[config.mk]
export PLATFORM = sky130hd
export DESIGN_NAME = saa_capture_sram_writer
export DESIGN_NICKNAME = d
export VERILOG_FILES = /design/src/rtl/saa_capture_pkg.sv /design/src/rtl/bt656_timing_decoder.sv /design/src/rtl/saa_capture_sram_writer.sv
export SDC_FILE = /design/constraint.sdc
export NUM_CORES = 1
export LEC_CHECK = 0
export ABC_AREA = 0
export BUFFER_PORTS_ARGS = -buffer_cell sky130_fd_sc_hd__buf_2
export CORE_MARGIN = 2
export CORE_UTILIZATION = 40
export CTS_CLUSTER_SIZE = 8
export DETAILED_ROUTE_END_ITERATION = 8
export PLACE_DENSITY = 0.7
export SETUP_SLACK_MARGIN = 0.05
export SYNTH_ARGS = -nofsm -noshare
export SYNTH_HDL_FRONTEND = slang
export SYNTH_HIERARCHICAL = 1
export SYNTH_SLANG_ARGS = --single-unit
[constraint.sdc]
create_clock -name clk -period 8.82 [get_ports clk]
set_input_delay 0.441 -clock clk [delete_from_list [all_inputs] [get_ports clk]]
set_output_delay 0.441 -clock clk [all_outputs]
set_load 0.05 [all_outputs]
[src/rtl/saa_capture_pkg.sv]
// Shared types and constants for the SAA711x BT.656 capture path into the field-interleaved SRAM.
// The frame-store layout constants must match what the ADV7179 output stage reads back.
package saa_capture_pkg;

  typedef enum logic [2:0] {
    IDLE,
    WAIT_FF,
    ESC1,
    ESC2,
    XY,
    ACTIVE,
    ERROR
  } cap_state_e;

  localparam logic [19:0] FIELD_STRIDE = 20'h32A00;
  localparam int          LINE_WORDS   = 720;
  localparam int          MAX_LINES    = 288;
  localparam int          LINE_BYTES   = 2 * LINE_WORDS;

  localparam logic [7:0]  BT_CODE_FF   = 8'hFF;
  localparam logic [7:0]  BT_CODE_00   = 8'h00;

  // Expected P3..P0 of an XY byte for the given F/V/H flags.
  function automatic logic [3:0] bt656_prot(input logic f, input logic v, input logic h);
    return {v ^ h, f ^ h, f ^ v, f ^ v ^ h};
  endfunction

endpackage

[src/rtl/bt656_timing_decoder.sv]
// Combinational BT.656 byte classifier: escape bytes, XY flags and, when SAV_PROT_CHECK_EN
// is defined, the P3..P0 protection check on the XY byte.
module bt656_timing_decoder
  import saa_capture_pkg::*;
(
  input  logic [7:0] qd,
  output logic       is_ff,
  output logic       is_zero,
  output logic       f,
  output logic       v,
  output logic       h,
  output logic       prot_err
);

  assign is_ff   = (qd == BT_CODE_FF);
  assign is_zero = (qd == BT_CODE_00);
  assign f       = qd[6];
  assign v       = qd[5];
  assign h       = qd[4];

`ifdef SAV_PROT_CHECK_EN
  logic unused_bits;
  assign prot_err    = (qd[3:0] != bt656_prot(qd[6], qd[5], qd[4]));
  assign unused_bits = qd[7];
`else
  // Protection bits are not trusted here; only F/V/H steer the capture FSM.
  logic unused_bits;
  assign prot_err    = 1'b0;
  assign unused_bits = ^{qd[7], qd[3:0]};
`endif

endmodule

[src/rtl/saa_capture_sram_writer.sv]
// BT.656 capture FSM and packer: writes active video as {Y,C} words into the field-interleaved
// SRAM frame store. Optional XY protection check selected by macro SAV_PROT_CHECK_EN.
module saa_capture_sram_writer
  import saa_capture_pkg::*;
(
  input  logic        clk,
  input  logic        rst,
  input  logic [7:0]  qd_in,
  input  logic        config_done,
  input  logic        capture_en,
  output logic [15:0] data_saaSRAM,
  output logic [19:0] addr_saaSRAM,
  output logic        ce_saaSRAM,
  output logic        oe_saaSRAM,
  output logic        we_saaSRAM,
  output logic        field,
  output logic [8:0]  line_cnt,
  output logic        frame_done,
  output logic        error
);

  logic [7:0]  qd_r;
  cap_state_e  state_reg;
  logic        started_reg;
  logic [10:0] pix_reg;
  logic [7:0]  c_reg;
  logic [19:0] wr_addr;

  logic is_ff, is_zero, xy_f, xy_v, xy_h, prot_err;

  bt656_timing_decoder u_dec (
    .qd       (qd_r),
    .is_ff    (is_ff),
    .is_zero  (is_zero),
    .f        (xy_f),
    .v        (xy_v),
    .h        (xy_h),
    .prot_err (prot_err)
  );

  assign wr_addr = (field ? FIELD_STRIDE : 20'd0)
                 + 20'(line_cnt) * 20'(LINE_WORDS)
                 + 20'(pix_reg[10:1]);

  assign oe_saaSRAM = 1'b1;

  always_ff @(posedge clk) begin
    if (rst) begin
      qd_r         <= '0;
      state_reg    <= IDLE;
      started_reg  <= 1'b0;
      pix_reg      <= '0;
      c_reg        <= '0;
      data_saaSRAM <= '0;
      addr_saaSRAM <= '0;
      ce_saaSRAM   <= 1'b1;
      we_saaSRAM   <= 1'b1;
      field        <= 1'b0;
      line_cnt     <= '0;
      frame_done   <= 1'b0;
      error        <= 1'b0;
    end else begin
      qd_r       <= qd_in;
      // Strobes and the frame pulse are single-cycle unless a branch below re-asserts them.
      ce_saaSRAM <= 1'b1;
      we_saaSRAM <= 1'b1;
      frame_done <= 1'b0;

      case (state_reg)
        IDLE: begin
          if (config_done && capture_en) begin
            state_reg   <= WAIT_FF;
            started_reg <= 1'b0;
          end
        end

        WAIT_FF: begin
          if (is_ff) state_reg <= ESC1;
        end

        ESC1: begin
          if (is_zero) begin
            state_reg <= ESC2;
          end else begin
            state_reg <= ERROR;
            error     <= 1'b1;
          end
        end

        ESC2: begin
          if (is_zero) begin
            state_reg <= XY;
          end else begin
            state_reg <= ERROR;
            error     <= 1'b1;
          end
        end

        XY: begin
          state_reg <= WAIT_FF;
          if (prot_err) begin
            state_reg <= ERROR;
            error     <= 1'b1;
          end else if (!xy_h) begin
            // SAV: a frame only begins on a field-0 active line; field-1 lines seen first are skipped.
            if (!xy_v && (started_reg || !xy_f)) begin
              state_reg <= ACTIVE;
              pix_reg   <= '0;
              if (!started_reg) begin
                started_reg <= 1'b1;
                field       <= 1'b0;
                line_cnt    <= '0;
              end
            end
          end else if (started_reg) begin
            if (!field && xy_f) begin
              field    <= 1'b1;
              line_cnt <= '0;
            end else if (field && !xy_f) begin
              frame_done <= 1'b1;
              state_reg  <= IDLE;
              field      <= 1'b0;
              line_cnt   <= '0;
            end else if (!xy_v && line_cnt != 9'h1FF) begin
              line_cnt <= line_cnt + 9'd1;
            end
          end
        end

        ACTIVE: begin
          if (is_ff) begin
            state_reg <= ESC1;
          end else if (pix_reg < 11'(LINE_BYTES)) begin
            pix_reg <= pix_reg + 11'd1;
            if (!pix_reg[0]) begin
              c_reg <= qd_r;
            end else if (line_cnt < 9'(MAX_LINES)) begin
              data_saaSRAM <= {qd_r, c_reg};
              addr_saaSRAM <= wr_addr;
              ce_saaSRAM   <= 1'b0;
              we_saaSRAM   <= 1'b0;
            end
          end
        end

        ERROR: begin
          error <= 1'b1;
          if (config_done) state_reg <= IDLE;
        end

        default: state_reg <= IDLE;
      endcase
    end
  end

endmodule
==> metrics.yaml, run 1 <==
outcome:
  outcome: "finished clean"
pwr:
  power_frac_clock_pct: 49.0
  p_comb_share_pct: 4.3
  switching_share_pct: 21.7
  seqPwrFrac_pct: 46.7
  p_leak_uw: 0.00260
  p_int_uw: 626
  power.switching_uw: 174
  vdd_drop_max_mv: 0.0901
  power.density_nw_per_um2: 141
cts:
  cts_hold_buf: 0
  cts_setup_buffers: 0
  cts_tree: "built"
  cts_resized: 0
  clock_latency_ps: 340
  clock-sinks: 80
  cts_buffer_depth: 2
  clock_tree.root_cell: "clkbuf_16"
  path_clk_slew_ps: 60
  numCtsBuffers: 9
  htree_levels: 3
synth:
  ys_types: 63
  syn_inst: 584
  ys_seq_elements: 80
  postSynthAreaPerCell_sq_um: 8.48
  synthArstFlopShare_pct: 0
  yosys_warnings: 6
  synth_area_sq_um: 4950
  ys_seq_area_share_pct: 32.4
  ys.flop_type: "dfxtp_1"
  syn_nets: 659
  synth-edff-count: 0
sta:
  fmax_mhz: 210
  skew_ps: 9.44
  hold_ws_ps: 316
  setup_tns_ps: 0
  fin_crit_sh_pct: 53.9
  worstMarginPinSlew_ps: 687
  finalWorstPathRequiredPeriod_ps: 4750
  finalHoldViolations: 0
  finalSetupViolations: 0
  slew_headroom_pct: 54.2
  rsz0062_at_grt: "false"
  maxSlewViolCount: 0
floorplan:
  coreArea_sq_um: 12100
  die_h_microns: 115
  fp-row-count: 40
  start_util_pct: 41.0
  fp.dieW_microns: 115
  die_area_sq_um: 13300
  io-pin-count: 63
route:
  wl_microns: 10800
  vias_per_cell: 5.11
  avgRoutedWirePerCell_microns: 13.4
  remaining_drc_errors: 0
  drtIter0Drc: 241
  drtAntennaViolNets: 0
  firstDrtPassIters: 4
  num_vias: 4116
setup_path:
  worstSetupEndpointType: "register"
  path_max_fanout: 8
  r2r_cells: 17
  rr_startpoint: "line_cnt[2]"
  crit_start: "line_cnt[2]"
  worstSetupStartpointType: "register"
  timing.rr.end: "addr_saaSRAM[16]"
  r2r_setup_slack_ps: 4070
  arrival_ps: 5000
  worstPathRequired_ps: 9070
  path_class: "register to register"
  crit_end: "addr_saaSRAM[16]"
grt:
  grt_pass1_wl_microns: 18000
  grt_pass1_vias: 3912
  overflow: 0
  grt_antenna_before_repair: 0
  grt_max_degree: 69
  gr-usage-all-layers_pct: 16.9
run:
  cap_violations: 0
place:
  routabilityCongestion: 0.793
  port_buffers: 61
  hpwl_microns: 8200
finish:
  drive_above_1_share_pct: 14.3
  nets: 707
  diodes: 0
  syn_to_final_growth_pct: 14.5
  largest_register_ffs: 20
worst_hold_path:
  worstHoldPathType: "input pin to register"
==> worst max-delay path, cell delays in order (launching register included) <==
cell	delay [ps]
dfxtp_1	480
ha_1	320
ha_1	290
inv_1	50
fa_1	510
inv_1	50
ha_1	200
inv_1	70
fa_1	420
fa_1	490
inv_1	40
ha_1	360
o21a_1	210
o211ai_1	210
nor3_1	70
a311oi_1	470
o21ai_0	170
a311oi_1	270
==> power by group through the flow <==
stage | Clock, uW | Combinational (uW) | Sequential, uW
final | 392 | 34.2 | 374
after floorplan | 0 | 30.4 | 377
after CTS | 400 | 34.2 | 373
after global routing | 415 | 37.6 | 374
after detailed placement | 0 | 34.1 | 381
after global placement | 0 | 33.3 | 382
==> stage by stage <==
step	worst slack [ps]	std cells	total power (uW)	instance area, sq um	utilization (%)
2_1_floorplan	4070	584	408	4950	-
3_3_place_gp	4290	789	415	5360	44.4
3_5_place_dp	4110	789	416	5360	44.4
4_1_cts	4060	805	808	5670	47.0
5_1_grt	3800	805	827	5670	47.0
6_report	4070	805	800	5670	47.0
==> logic make-up (layout without fill, tap and decap cells) <==
| kind of cell | Yosys count | after routing | share of synthesized area (%) |
|---|---|---|---|
| AO/OA/AOI/OAI | 118 | 118 | 16.0 |
| XOR/XNOR | 31 | 31 | 5.49 |
| adder cells (fa/ha/maj) | 63 | 63 | 17.9 |
| buffers and inverters | 76 | 129 | 6.34 |
| flip-flops | 80 | 80 | 32.4 |
| multiplexers | 8 | 8 | 1.62 |
| other | 2 | 2 | 0.152 |
| AND/OR/NAND/NOR | 206 | 206 | 20.1 |
==> worst min-delay path by stage <==
stage | start | end | slack, ps | depth (start not counted)
detailed placement | data_saaSRAM[15] | data_saaSRAM[15] | 440 | 2
global route | qd_in[0] | qd_r[0] | 330 | 2
finish | qd_in[5] | qd_r[5] | 320 | 2
global placement | c_reg[2] | data_saaSRAM[2] | 440 | 2
CTS | qd_in[4] | qd_r[4] | 310 | 2
floorplan | c_reg[0] | data_saaSRAM[0] | 430 | 2
==> per-layer routing <==
metal,vias to the layer above,track usage [%],share of wire [%]
li1,2096,-,-
met1,1904,22.0,46
met2,99,27.4,47
met3,17,3.64,5.7
met4,0,7.07,1.6
met5,-,0,0
==> cell usage after synthesis (9+ instances only) <==
cell type,count,area [sq um]
nand3_1,10,50.1
fa_1,13,260
nor2_1,58,218
o21ai_0,14,70.1
clkbuf_1,16,60.1
nand2_1,74,278
dfxtp_1,80,1600
inv_1,49,184
ha_1,50,626
nor2b_1,17,106
a21oi_1,47,235
xor2_1,9,78.8
xnor2_1,22,193
==> placed cells by master (no fill, tap or decap), drive strengths merged, types with 8 or more instances in the layout <==
| cell type | n |
|---|---|
| nor2 | 58 |
| nand2 | 74 |
| ha | 50 |
| xor2 | 9 |
| a21oi | 49 |
| nor2b | 17 |
| a31oi | 8 |
| buf | 64 |
| dfxtp | 80 |
| o21ai | 16 |
| nand3 | 10 |
| fa | 13 |
| nor3 | 8 |
| mux2i | 8 |
| xnor2 | 22 |
| inv | 50 |
| clkbuf | 11 |
==> layout make-up <==
type / count / area, sq um
Sequential cell: 80 / 1600
Inverter: 49 / 184
Fill cell: 1173 / 6390
Multi-Input combinational cell: 428 / 3030
Clock buffer: 11 / 233
Tap cell: 168 / 210
Clock inverter: 5 / 78.8
Timing Repair Buffer: 64 / 328
(Power assumes the default switching activity.)
==> run 2: changes to the inputs <==
--- a/config.mk
+++ b/config.mk
@@ -5,13 +5,13 @@
 export SDC_FILE = /design/constraint.sdc
 export NUM_CORES = 1
 export LEC_CHECK = 0
-export ABC_AREA = 0
+export ABC_AREA = 1
 export BUFFER_PORTS_ARGS = -buffer_cell sky130_fd_sc_hd__buf_2
 export CORE_MARGIN = 2
 export CORE_UTILIZATION = 40
 export CTS_CLUSTER_SIZE = 8
 export DETAILED_ROUTE_END_ITERATION = 8
-export PLACE_DENSITY = 0.7
+export PLACE_DENSITY = 0.72
 export SETUP_SLACK_MARGIN = 0.05
 export SYNTH_ARGS = -nofsm -noshare
 export SYNTH_HDL_FRONTEND = slang
==> constraint.sdc (replaced) <==
create_clock -name clk -period 4.11 [get_ports clk]
set_input_delay 0.2055 -clock clk [delete_from_list [all_inputs] [get_ports clk]]
set_output_delay 0.2055 -clock clk [all_outputs]
set_load 0.05 [all_outputs]
==> run 2 against run 1 <==
Effect of this change:
- flip-flop and latch count unchanged
- synthesized area up 1.5%
- global-route usage up 0.97 points
- die area up 1.4%
- hold slack worse by 260 ps
- clock skew down 2.7 ps
- worst setup slack worse by 3900 ps
- cell count up 13%
- sequential share of layout area down 2.2 points
- sequential power up 120%
- non-clock buffer count up 14
- final area up 10%
- largest power group unchanged
- highest routed layer unchanged
==> metrics.yaml, run 2 <==
route:
  remaining_drc_errors: 0
  firstDrtPassIters: 6
  num_vias: 4334
  wl_microns: 11700
  drtAntennaViolNets: 0
  drtIter0Drc: 233
  avgRoutedWirePerCell_microns: 12.8
  vias_per_cell: 4.75
setup_path:
  cpMostUsedCell: "nand2_2"
  path_buf_inv: 4
  cp_slowest_cell: "fa_2"
  r2r_cells: 23
  worstPathRequired_ps: 4350
  path_class: "register to register"
  crit_family: "adder cells"
  worstSetupStartpointType: "register"
  worstSetupEndpointType: "register"
  timing.rr.end: "addr_saaSRAM[18]"
  rr_startpoint: "line_cnt[4]"
  arrival_ps: 4200
  r2r_setup_slack_ps: 150
  path_max_fanout: 3
  slowest_delay_ps: 560
  path_cells: "ha_4, buf_6, fa_1, inv_2, fa_2, inv_2, ha_4, nand2_2, nand2_2, a21oi_4, nand2_2, a21o_1, a21oi_2, xnor2_1, ha_1, ha_4, nand2_2, inv_2, nand2_2, nand3_2, nand2_1, nor2_1, nor2_1"
sta:
  setup_tns_ps: 0
  maxSlewViolCount: 0
  finalSetupViolations: 0
  fmax_mhz: 252
  finalWorstPathRequiredPeriod_ps: 3960
  skew_ps: 6.76
  finalHoldViolations: 0
  rsz0062_at_grt: "true"
  fin_crit_sh_pct: 96.5
  slew_headroom_pct: 35.6
  worstMarginPinSlew_ps: 964
pwr:
  vdd_drop_max_mv: 0.306
  p_leak_uw: 0.00307
  power.density_nw_per_um2: 328
  total_power_uw: 2040
grt:
  gr-usage-all-layers_pct: 17.9
  grt_pass1_vias: 4028
  grt_pass1_wl_microns: 19000
  overflow: 0
  grt_antenna_before_repair: 0
  grt_max_degree: 53
synth:
  synth-edff-count: 0
  yosysMostFrequentCell: "nor2_1"
  synthArstFlopShare_pct: 0
  ys_top_cells_by_count: "nor2_1 (110), inv_1 (101), nand2_1 (81), dfxtp_1 (80), o21ai_0 (53)"
  ys.flop_type: "dfxtp_1"
  syn_inst: 670
  syn_nets: 745
  synth_area_sq_um: 5020
  ys_seq_area_share_pct: 31.9
  postSynthAreaPerCell_sq_um: 7.50
  yosys_warnings: 6
  synth_area_leaders: "dfxtp_1 (32%), ha_1 (12%), nor2_1 (8.2%)"
  ys_types: 46
  ys_seq_elements: 80
  synth_top_cell_by_area: "dfxtp_1"
  synth_top_area_share_pct: 31.9
worst_hold_path:
  worstHoldPathCells: 3
  worstHoldPathType: "input pin to register"
  worstHoldStart: "qd_in[6]"
  hold_path_end: "qd_r[6]"
floorplan:
  fp-row-count: 40
  coreArea_sq_um: 12100
  io-pin-count: 63
  die_area_sq_um: 13500
  die_h_microns: 116
  fp.dieW_microns: 116
  start_util_pct: 41.5
finish:
  final_common_cell: "nor2_1"
  drive_above_1_share_pct: 26.2
  diodes: 0
  largest_register_ffs: 20
  mostFrequentLayoutCells: "nor2_1 (107), inv_1 (92), dfxtp_1 (71)"
  nets: 814
  syn_to_final_growth_pct: 24.2
  n_fill_cell: 1167
cts:
  numCtsBuffers: 9
  cts_hold_buf: 0
  cts_buffer_depth: 2
  path_clk_slew_ps: 70
  cts_tree: "built"
  htree_levels: 3
  clock_tree.root_cell: "clkbuf_16"
  clock-sinks: 80
  clock_latency_ps: 340
run:
  cap_violations: 0
place:
  hpwl_microns: 8350
  routabilityCongestion: 0.872
  port_buffers: 61
outcome:
  outcome: "finished clean"
[run 2: cells by family (layout without fill, tap and decap cells)]
logic type	Yosys count	in the layout	share of synthesized area (%)
adders and majority gates	63	63	17.6
and+or+nand+nor	252	252	22.7
AOI/OAI and AO/OA	122	122	13.6
xor gates and xnor gates	21	21	3.66
DFF	80	80	31.9
buffers and inverters	130	204	10.4
other	2	2	0.149
[run 2: worst max-delay path by stage]
stage / cells past startpoint / endpoint / startpoint
5_1_grt: 22 / addr_saaSRAM[18] / line_cnt[4]
4_1_cts: 24 / addr_saaSRAM[18] / line_cnt[2]
2_1_floorplan: 19 / addr_saaSRAM[17] / line_cnt[2]
3_5_place_dp: 23 / addr_saaSRAM[18] / line_cnt[2]
6_report: 23 / addr_saaSRAM[18] / line_cnt[4]
3_3_place_gp: 22 / addr_saaSRAM[18] / line_cnt[6]
[run 2: worst min-delay path, delay by kind of cell]
family / cells / cell delay [ps]
simple gates: 1 / 60
buf+inv: 2 / 100
[run 2: repair_timing]
action / 4_1_cts / 5_1_grt
endpoints found under the setup margin: 7 / 8
resized for setup: 13 / 53
pin swaps: 6 / 45
setup buffers: 0 / 2
hold endpoints to repair: 0 / 0
[run 2: power breakdown]
part | internal, uW | leakage [uW] | switching [uW]
Clock | 544 | 0.000163 | 360
Sequential | 801 | 0.000654 | 35.0
Combinational | 103 | 0.00225 | 200
Total | 1450 | 0.00307 | 596
[run 2: final cells by class]
class | count | area (sq um) | area share, %
Tap cell | 168 | 210 | 3.37
Clock buffer | 9 | 225 | 3.61
Clock inverter | 7 | 106 | 1.71
Multi-Input combinational cell | 460 | 3210 | 51.5
Inverter | 110 | 418 | 6.70
Sequential cell | 80 | 1630 | 26.1
Timing Repair Buffer | 78 | 440 | 7.06
[run 2: through the flow]
stage	util, %	cells	setup slack [ps]	instance area [sq um]	hold WS [ps]
4_1_cts	49.5	910	50.6	6000	48.8
3_3_place_gp	46.0	894	-29.7	5570	407
3_5_place_dp	46.0	894	-87.9	5570	411
2_1_floorplan	-	670	73.2	5040	312
5_1_grt	51.5	912	-42.6	6240	60.3
6_report	51.5	912	145	6240	53.7
[run 2: per-layer routing]
metal | vias to the layer above | global-route usage [%] | share of wire (%)
li1 | 2268 | - | -
met1 | 1962 | 25.0 | 49
met2 | 85 | 28.1 | 46
met3 | 19 | 3.24 | 3.5
met4 | 0 | 5.79 | 1.8
met5 | - | 0 | 0
==> run 3: changes to the inputs <==
--- a/config.mk
+++ b/config.mk
@@ -11,8 +11,8 @@
 export CORE_UTILIZATION = 40
 export CTS_CLUSTER_SIZE = 8
 export DETAILED_ROUTE_END_ITERATION = 8
-export PLACE_DENSITY = 0.72
-export SETUP_SLACK_MARGIN = 0.05
+export PLACE_DENSITY = 0.67
+export SETUP_SLACK_MARGIN = 0.2
 export SYNTH_ARGS = -nofsm -noshare
 export SYNTH_HDL_FRONTEND = slang
 export SYNTH_HIERARCHICAL = 1
==> run 3 against run 2 <==
Effect of this change:
- register-to-register slack better by 20 ps
- via count grew 1.3%
- first-iteration DRC count decreased by 30%
- maximum frequency increased by 0.50%
- total power decreased by 8.0%
- sequential share of layout area up 0.12 points
- worst setup slack improved by 20 ps
- cell count increased by 0.11%
- routed wire length decreased by 2.9%
- non-clock buffer count grew 1
- critical path type unchanged
- largest power group is now registers
==> metrics.yaml, run 3 (synthesis results as in run 2) <==
floorplan:
  io-pin-count: 63
  fp-row-count: 40
  start_util_pct: 41.5
  fp.dieW_microns: 116
  coreArea_sq_um: 12100
  die_area_sq_um: 13500
  die_h_microns: 116
finish:
  diodes: 0
  syn_to_final_growth_pct: 24.2
  final_common_cell: "nor2_1"
  nets: 815
  largest_register_ffs: 20
  mostFrequentLayoutCells: "nor2_1 (106), inv_1 (90), dfxtp_1 (71)"
  drive_above_1_share_pct: 28.1
sta:
  rsz0062_at_grt: "true"
  skew_ps: 5.17
  fmax_mhz: 253
  worstMarginPinSlew_ps: 1200
  finalSetupViolations: 0
  slew_headroom_pct: 20.0
  fin_crit_sh_pct: 96.0
  hold_ws_ps: 68.2
  maxSlewViolCount: 0
  finalWorstPathRequiredPeriod_ps: 3950
  finalHoldViolations: 0
  setup_tns_ps: 0
pwr:
  power.switching_uw: 562
  vdd_drop_max_mv: 0.300
  total_power_uw: 1880
  power_frac_clock_pct: 39.2
  switching_share_pct: 29.9
  power.density_nw_per_um2: 302
  p_comb_share_pct: 16.3
  p_leak_uw: 0.00307
  p_int_uw: 1320
  seqPwrFrac_pct: 44.5
setup_path:
  r2r_setup_slack_ps: 160
  worstSetupEndpointType: "register"
  r2r_cells: 21
  arrival_ps: 4170
  timing.rr.end: "addr_saaSRAM[17]"
  path_class: "register to register"
  crit_end: "addr_saaSRAM[17]"
  worstSetupStartpointType: "register"
  worstPathRequired_ps: 4340
  rr_startpoint: "line_cnt[4]"
  crit_start: "line_cnt[4]"
  path_max_fanout: 4
grt:
  busiest_layer: "met2"
  met1_usage_pct: 21.3
  grt_pass1_wl_microns: 19200
  grt_antenna_before_repair: 0
  overflow: 0
  grt_pass1_vias: 4268
  grt_max_degree: 53
  met2_usage_pct: 32.1
  gr-usage-all-layers_pct: 17.9
  use_met3_pct: 4.86
place:
  hpwl_microns: 8380
  port_buffers: 61
  routabilityCongestion: 0.853
route:
  num_vias: 4389
  vias_per_cell: 4.81
  avgRoutedWirePerCell_microns: 12.4
  drtAntennaViolNets: 0
  remaining_drc_errors: 0
  wl_microns: 11400
  drtIter0Drc: 163
  firstDrtPassIters: 4
outcome:
  outcome: "finished clean"
cts:
  cts_tree: "built"
  clock-sinks: 80
  cts_hold_buf: 0
  cts_buffer_depth: 2
  clock_latency_ps: 340
  clock_tree.root_cell: "clkbuf_16"
  path_clk_slew_ps: 60
  htree_levels: 3
  numCtsBuffers: 9
run:
  cap_violations: 0
worst_hold_path:
  worstHoldPathType: "input pin to register"
==> run 3: changes by cell type in the layout (fill, tap and decap cells not counted), sizes merged <==
| cell | previous run | this run |
|---|---|---|
| buf | 78 | 79 |
| bufinv | 2 | 0 |
| clkbuf | 9 | 11 |
| clkinv | 1 | 3 |
| inv | 114 | 112 |
==> run 3: power by group through the flow <==
| stage | combinational [uW] | sequential [uW] | clock, uW |
|---|---|---|---|
| final | 307 | 837 | 737 |
| after global routing | 349 | 842 | 805 |
| after CTS | 305 | 836 | 763 |
| after detailed placement | 300 | 853 | 0 |
| after global placement | 298 | 853 | 0 |
| after floorplan | 230 | 863 | 0 |
==> run 3: timing repair <==
action | in CTS | in global routing
buffers inserted | 8 | 5
gates cloned | 0 | 0
resized for setup | 28 | 41
setup endpoints to repair | 6 | 9
pin swaps | 23 | 42
==> run 3: worst max-delay path, cell delays in order (launching register included) <==
cell and delay (ps):
dfxtp_4 370, ha_4 250, buf_4 130, fa_1 490
inv_2 40, fa_2 530, inv_2 40, ha_4 280
nand2_2 70, nor2_1 110, nor2_1 60, xor2_1 140
ha_2 190, ha_4 300, nand2_2 70, nor2_2 100
nand3_1 80, nand3b_1 150, nand3_2 100, xnor2_1 140
o21ai_1 120, inv_1 60
==> run 3: through the flow <==
step / std cells / cell area, sq um / worst slack [ps] / utilization [%]
5_1_grt: 913 / 6240 / -44.5 / 51.5
3_3_place_gp: 884 / 5590 / 30.3 / 46.1
2_1_floorplan: 670 / 5140 / 202 / -
3_5_place_dp: 884 / 5590 / -4.95 / 46.1
6_report: 913 / 6240 / 165 / 51.5
4_1_cts: 908 / 6060 / 148 / 50.0
==> run 3: cell type report <==
cell class / count / area [sq um]
Clock buffer: 11 / 233
Multi-Input combinational cell: 460 / 3260
Timing Repair Buffer: 79 / 440
Tap cell: 168 / 210
Inverter: 110 / 418
Clock inverter: 5 / 40.0
Sequential cell: 80 / 1640
Fill cell: 1176 / 5870
==> run 3: metal layers <==
metal	wire length, microns	part of all wire [%]
met5	0	0
met4	114	1.0
met3	498	4.4
met2	5730	50
met1	5020	44
==> run 3: worst min path at each step <==
stage | startpoint | endpoint | cells past startpoint
2_1_floorplan | qd_in[0] | qd_r[0] | 2
4_1_cts | qd_in[0] | qd_r[0] | 3
5_1_grt | qd_in[3] | qd_r[3] | 3
3_5_place_dp | qd_in[0] | qd_r[0] | 3
6_report | qd_in[6] | qd_r[6] | 3
3_3_place_gp | qd_in[4] | qd_r[4] | 3
